### src/rtl/clock_expt_pkg.sv
// Shared constants and types for the elapsed-time clock.
// CLOCK_EXPT_FAST_SIM_EN shortens one "second" to 1000 cycles for simulation.
package clock_expt_pkg;
    localparam int CNT_W   = 27;
    localparam int SEC_MAX = 59;
    localparam int MIN_MAX = 3;
`ifdef CLOCK_EXPT_FAST_SIM_EN
    localparam int DIV     = 1000;
`else
    localparam int DIV     = 125_000_000;
`endif

    typedef enum logic {
        ST_IDLE = 1'b0,
        ST_RUN  = 1'b1
    } run_state_t;
endpackage

### src/rtl/clock_expt_prescaler.sv
// Divides the fabric clock by DIV.
// Produces a one-cycle sec_tick on wrap and a 50% duty 1 Hz time base.
module clock_expt_prescaler
    import clock_expt_pkg::*;
#(
    parameter int DIV = 1000
) (
    input  logic             i_clk,
    input  logic             i_rst_n,
    input  logic             i_en,
    output logic [CNT_W-1:0] o_counter,
    output logic             o_sec_tick,
    output logic             o_clk_1Hz
);
    logic [CNT_W-1:0] r_counter;
    logic             r_clk_1Hz;
    logic             w_wrap;
    logic [CNT_W-1:0] w_next;

    assign w_wrap     = (r_counter == CNT_W'(DIV - 1));
    assign w_next     = w_wrap ? '0 : r_counter + 1'b1;
    assign o_sec_tick = i_en & w_wrap;

    // The half-period flag is computed from the next count so clk_1Hz is
    // high exactly while counter sits in the upper half of the second.
    always_ff @(posedge i_clk or negedge i_rst_n) begin
        if (!i_rst_n) begin
            r_counter <= '0;
            r_clk_1Hz <= 1'b0;
        end else if (i_en) begin
            r_counter <= w_next;
            r_clk_1Hz <= (w_next >= CNT_W'(DIV / 2));
        end
    end

    assign o_counter = r_counter;
    assign o_clk_1Hz = r_clk_1Hz;
endmodule

### src/rtl/clock_expt.sv
// Elapsed-time clock: run/stop control, seconds (0-59), minutes (0-3), sticky done at 3:59.
// Build option: CLOCK_EXPT_FAST_SIM_EN selects a 1000-cycle second.
module clock_expt
    import clock_expt_pkg::*;
#(
    parameter int CLK_HZ = 125_000_000
) (
    input  logic             clk_125MHz,
    input  logic             rst,
    input  logic             start,
    input  logic             stop,
    output logic             clk_1Hz,
    output logic [1:0]       min,
    output logic             done,
    output logic [CNT_W-1:0] counter,
    output logic [5:0]       count
);
`ifdef CLOCK_EXPT_FAST_SIM_EN
    localparam int DIV_EFF = DIV;
`else
    localparam int DIV_EFF = CLK_HZ;
`endif

    run_state_t r_state, w_state_nxt;
    logic [5:0] r_count;
    logic [1:0] r_min;
    logic       r_done;
    logic       w_en;
    logic       w_tick;

    always_ff @(posedge clk_125MHz or negedge rst) begin
        if (!rst) r_state <= ST_IDLE;
        else      r_state <= w_state_nxt;
    end

    // stop wins over start; once done is set start no longer re-arms the run
    always_comb begin
        w_state_nxt = r_state;
        if (stop)                  w_state_nxt = ST_IDLE;
        else if (start && !r_done) w_state_nxt = ST_RUN;
    end

    assign w_en = (r_state == ST_RUN) & ~r_done;

    clock_expt_prescaler #(.DIV(DIV_EFF)) u_prescaler (
        .i_clk      (clk_125MHz),
        .i_rst_n    (rst),
        .i_en       (w_en),
        .o_counter  (counter),
        .o_sec_tick (w_tick),
        .o_clk_1Hz  (clk_1Hz)
    );

    always_ff @(posedge clk_125MHz or negedge rst) begin
        if (!rst) begin
            r_count <= '0;
            r_min   <= '0;
            r_done  <= 1'b0;
        end else if (w_tick) begin
            if (r_count == 6'(SEC_MAX)) begin
                r_count <= '0;
                if (r_min != 2'(MIN_MAX)) r_min <= r_min + 1'b1;
            end else begin
                r_count <= r_count + 1'b1;
            end
            // done lands on the same edge that shows 3:59
            if (r_min == 2'(MIN_MAX) && r_count == 6'(SEC_MAX - 1))
                r_done <= 1'b1;
        end
    end

    assign count = r_count;
    assign min   = r_min;
    assign done  = r_done;
endmodule

### config.mk
export PLATFORM = sky130hd
export DESIGN_NAME = clock_expt
export DESIGN_NICKNAME = d
export VERILOG_FILES = /design/src/rtl/clock_expt_pkg.sv /design/src/rtl/clock_expt_prescaler.sv /design/src/rtl/clock_expt.sv
export SDC_FILE = /design/constraint.sdc
export NUM_CORES = 1
export LEC_CHECK = 0
export BUFFER_PORTS_ARGS = -buffer_cell sky130_fd_sc_hd__buf_4
export CAP_MARGIN = 20
export CELL_PAD_IN_SITES_DETAIL_PLACEMENT = 1
export CELL_PAD_IN_SITES_GLOBAL_PLACEMENT = 1
export CORE_MARGIN = 2
export CORE_UTILIZATION = 40
export CTS_BUF_LIST = sky130_fd_sc_hd__clkbuf_8
export DETAILED_ROUTE_END_ITERATION = 16
export HOLD_SLACK_MARGIN = 0.08
export PLACE_DENSITY = 0.76
export REMOVE_ABC_BUFFERS = 1
export SKIP_CTS_REPAIR_TIMING = 1
export SLEW_MARGIN = 20
export SYNTH_ARGS = -nofsm -noshare
export SYNTH_HDL_FRONTEND = slang
export SYNTH_SLANG_ARGS = --single-unit
export TNS_END_PERCENT = 50
### constraint.sdc
create_clock -name clk_125MHz -period 2.4 [get_ports clk_125MHz]
set_input_delay 0.12 -clock clk_125MHz [delete_from_list [all_inputs] [get_ports clk_125MHz]]
set_output_delay 0.12 -clock clk_125MHz [all_outputs]
set_load 0.02 [all_outputs]
### Word-level counts from Yosys, hierarchy flattened

Index checks and enable logic that the tools add are counted.

| word-level totals | value |
|---|---|
| bits of input ports | 4 |
| word-level logic and storage cells | 28 |
| output and inout port bits | 37 |
| register bits after elaboration | 38 |

| cells by class | value |
|---|---|
| eq/ne operators | 5 |
| $add $sub $neg | 3 |
| magnitude comparators | 1 |
| bitwise logic cells | 3 |
| reduce and logical (&&, ||, !) cells | 6 |
| muxes and demuxes | 4 |

Operators by type and width:

| operator | count |
|---|---|
| $add A27 B1 Y27 const B | 1 |
| $eq A27 B27 Y1 const B | 1 |
| $ge A27 B26 Y1 const B | 1 |
| $mux W27 | 1 |
| $eq A6 B6 Y1 const B | 2 |
| $add A6 B1 Y6 const B | 1 |
| $mux W6 | 1 |
| $reduce_and A3 Y1 | 1 |
| $add A2 B1 Y2 const B | 1 |
| $and A1 B1 Y1 | 2 |
| $eq A2 B2 Y1 const B | 1 |
| $logic_and A1 B1 Y1 | 2 |
| $mux W1 | 2 |
| $ne A2 B2 Y1 const B | 1 |
| $reduce_and A2 Y1 | 1 |
| $reduce_bool A2 Y1 | 1 |
| $logic_not A1 Y1 | 1 |
| $not A1 Y1 | 1 |

### Longest topological paths before layout

| depth | value |
|---|---|
| depth in word-level cells | 4 |
| mapped depth | 9 |
| gate-level depth less buffers | 8 |

### Modules after synthesis

A second synthesis with hierarchy kept.

| unflattened totals | value |
|---|---|
| cells, all modules | 319 |
| area total of the unflattened synthesis | 2726.4 um2 |

By module, submodules not included:

| module | instances | area an instance (um2) | cells an instance |
|---|---|---|---|
| clock_expt_prescaler | 1 | 2229.6 | 271 |
| clock_expt | 1 | 496.7 | 48 |

### Worst setup path before layout

Ideal clock, no wire load.

| timing path | value |
|---|---|
| path type | flip-flop to flip-flop |
| from | register u_prescaler.r_counter[13] (netlist: u_prescaler.o_counter[13]) |
| to | register r_min[1] (netlist: min[1]) |
| stages on the path, launching flop included | 8 |
| arrival time | 2.546 ns |
| slack | -0.271 ns |
| data required time | 2.275 ns |
| period minus slack after synthesis | 2.671 ns |
| library setup time | 0.125 ns |
| path buffers | 1 |
| cells stage by stage | dfrtp_1 -> buf_6 -> or4_4 -> or4_4 -> nor4_4 -> and2_4 -> nand3b_2 -> mux2_4 |

| on the way | value |
|---|---|
| cells in the longest elaborated chain, start to end | 3 |

RTL lines:

| what | line | RTL |
|---|---|---|
| from (decl) | clock_expt_prescaler.sv:15 | `logic [CNT_W-1:0] r_counter;` |
| from (signal assigned) | clock_expt_prescaler.sv:31 | `r_counter <= w_next;` |
| $eq A27 B27 Y1 | clock_expt_prescaler.sv:20 | `assign w_wrap = (r_counter == CNT_W'(DIV - 1));` |
| $and A1 B1 Y1 | clock_expt_prescaler.sv:22 | `assign o_sec_tick = i_en & w_wrap;` |
| $reduce_and A3 Y1 (no line) | n/a |  |
| to (signal assigned) | clock_expt.sv:62 | `if (r_min != 2'(MIN_MAX)) r_min <= r_min + 1'b1;` |
| to (decl) | clock_expt.sv:26 | `logic [1:0] r_min;` |

Every way passes these cells.
A chain may end at the register's enable or synchronous reset.

### Worst setup path after layout

| timing path | value |
|---|---|
| from | register u_prescaler.r_counter[7] (netlist: u_prescaler.o_counter[7]) |
| to | register r_min[1] (netlist: min[1]) |

The elaborated chain is that of the path after synthesis.

==> key figures <==
Run status
  • Outcome: finished, violations left
  • Failing checks: setup timing

Timing
  • Rel. slew slack: 0.635
  • Slew Viols, Final: 0
  • Final Setup Violations: 7
  • Worst Max-Slew Pin Slew: 547 ps
  • Final Skew: 7.20 ps
  • Final worst-path cycle share: 1.05
  • Final Hold Viols: 0
  • RSZ-0062 raised after global routing: true
  • TNS Setup: -434 ps
  • Fmax: 0.397 GHz
  • Final Worst Setup Slack: -120 ps
  • Fin crit period: 2520 ps

Critical path
  • Slowest CP cell: or4_4
  • R2R Path End: min[1]
  • Slowest cell delay on critical path: 540 ps
  • Reg2Reg Launch Point: u_prescaler.o_counter[7]
  • Crit-path cells: or4_4 -> or4_4 -> nor4_4 -> buf_4 -> and2_4 -> nand3b_4 -> mux2_4
  • Reg2reg path depth: 7
  • Crit-path most repeated cell: or4_4
  • CP max FO: 7
  • Worst EP required: 2580 ps
  • Reg2reg setup slack: -120 ps
  • Crit end category: flip-flop
  • Startpoint Class: flip-flop
  • CP Data Arrival Time: 2700 ps
  • Crit Path Class: reg2reg

Synthesis
  • Flops & latches, synth: 38
  • Cell count after synthesis: 265
  • Ys flop type: dfrtp_1
  • Most frequent cells after synthesis: dfrtp_1 (38), nand2_1 (37), o21ai_0 (28)
  • Most common cell in the netlist: dfrtp_1
  • Synth Cell Area: 0.00238 mm^2
  • Largest cells by area after synthesis: dfrtp_1 (40%), o21ai_0 (5.9%), nand2_1 (5.8%)
  • Synth area leader: dfrtp_1
  • Part of the Yosys area used for sequential elements: 0.399
  • Number of synthesized flops with an enable pin: 0
  • Mean Syn Cell Area: 9.00 um^2
  • Async S/R FF share, synth: 1.00
  • Synth warn: 0
  • Top-area cell type share of the netlist area: 0.399
  • Synth cell types: 55

Floorplan
  • Row Count: 28
  • Core ar.: 0.00585 mm^2
  • Die X: 81.2 um
  • Top Ports: 41
  • Starting density of the core: 0.408
  • Die ar.: 0.00660 mm^2
  • Die height: 81.2 um

Global route
  • First-pass GRT wire length: 12,400 um
  • Initial antenna violation count: 0
  • Vias in the first global route: 2,506
  • Total track usage: 0.247
  • Largest net degree at the start of global routing: 39
  • Total congestion overflow: 0

Power
  • Seq pwr share: 0.463
  • Net Sw Frac: 0.327
  • Worst IR drop on VDD: 0.000373 V
  • Power Density: 468 mW/mm^2
  • Comb pwr share: 0.259
  • Power share of the clock group: 0.278
  • Leak pwr: 0.00155 uW
  • Sw power: 506 uW
  • Int Power: 1040 uW

Clock network
  • CTS tree: built
  • Clk buf depth: 2
  • Clock Sinks: 38
  • Htree depth: 2
  • Clk Latency, worst-skew pair: 290 ps
  • Clock root buffer: clkbuf_8
  • Num CTS Buffers: 5
  • Clock transition at path regs: 80 ps

Drt
  • Detailed Routing Iterations Pass 1: 4
  • DRC viols: 0
  • Routed wire length: 7740 um
  • DRT iter0 DRCs: 89
  • Post-route ant nets: 0
  • Average wire per standard cell: 17.9 um
  • Total number of vias: 2,462
  • Vias per std cell: 5.69

Worst hold path
  • Worst Hold Class: in2reg
  • HP Start: start
  • Worst Hold End: r_state
  • Hold Path Cell Cnt: 3

Place
  • Placed Area: 0.00311 mm^2
  • Port Buffers: 40
  • Dpl ws: -132 ps
  • HPWL after DPL: 5620 um
  • Placer Congestion: 0.814

Layout
  • Ratio of cells with drive above 1 in the final layout: 0.352
  • Area growth syn-to-layout: 38.8%
  • Antenna cells: 0
  • Final instance area: 0.00331 mm^2
  • Final net count: 366

Run
  • Max-cap violations: 0
state kept, by name, summed over array words and instances, names as in the netlist:
name                   count
count                      6
r_state                    1
done                       1
u_prescaler.o_counter     27
min                        2
u_prescaler.o_clk_1Hz      1
cell families after synthesis:
family                     count (synthesis)  share of synthesized area
buffers and inverters                     16                     0.0325
adders and majority gates                  4                     0.0210
xor gates and xnor gates                  20                     0.0735
DFF                                       38                      0.399
AOI/OAI and AO/OA                         61                      0.158
muxes                                      3                     0.0157
and+or+nand+nor                          123                      0.301
per-stage QoR:
step | power (uW) | util | cells | hold slack, ps
floorplan | 909 | - | 255 | -176
global placement | 1110 | 0.532 | 422 | 131
detailed placement | 1120 | 0.532 | 422 | 139
CTS | 1560 | 0.545 | 429 | -181
global route | 1620 | 0.566 | 433 | 88.7
finish | 1550 | 0.566 | 433 | 66.3
worst max-delay path by stage:
stage / slack [ps] / from / cells after the start / end
finish: -120 / u_prescaler.o_counter[7] / 7 / min[1]
global route: -230 / u_prescaler.o_counter[7] / 8 / u_prescaler.o_clk_1Hz
global placement: -60 / u_prescaler.o_counter[7] / 7 / min[1]
detailed placement: -130 / u_prescaler.o_counter[0] / 9 / u_prescaler.o_clk_1Hz
floorplan: -420 / u_prescaler.o_counter[13] / 6 / min[1]
CTS: -160 / u_prescaler.o_counter[0] / 9 / u_prescaler.o_clk_1Hz
cell type report:
type                       count  area (um^2)
tap                           75         93.8
timing repair buffer          96          733
sequential                    38          951
inverter                       6         22.5
fill                         718         2540
clock buffer                   5         68.8
clock inverter                 2         7.51
multi-input combinational    211         1430
power groups by stage:
stage          logic (uW)  clock network, uW  registers, uW
2_1_floorplan         103                  0            806
3_3_place_gp          382                  0            724
3_5_place_dp          394                  0            727
4_1_cts               397                441            718
5_1_grt               432                465            721
6_report              401                431            718
critical path: cells and delay by family, from the launching register on:
kind	cells	cell delay, ps
buf+inv	1	200
flops	1	390
mux	1	300
simple gates	5	1500
cells in the final DEF (no fill, tap or decap), types with 3 or more instances in the layout:
cell,count
and4_1,3
ha_1,3
and3_1,3
xor2_1,7
o21ai_0,25
dfrtp_1,38
buf_4,92
o31ai_1,6
xnor2_1,11
nor2b_1,3
nor3_1,6
a21oi_1,9
clkbuf_8,5
nor4_1,3
nand4_1,7
or4_4,3
nor4_4,4
inv_1,8
nor2_1,17
nand2_1,37
nand3_1,17
o21ai_1,3
layer usage:
layer	global-route usage	vias up	part of all wire
li1	-	1150	-
met1	0.318	1242	0.45
met2	0.438	64	0.49
met3	0.0378	6	0.042
met4	0.0525	0	0.0090
met5	0	-	0
Power figures use the tool's default switching activity.
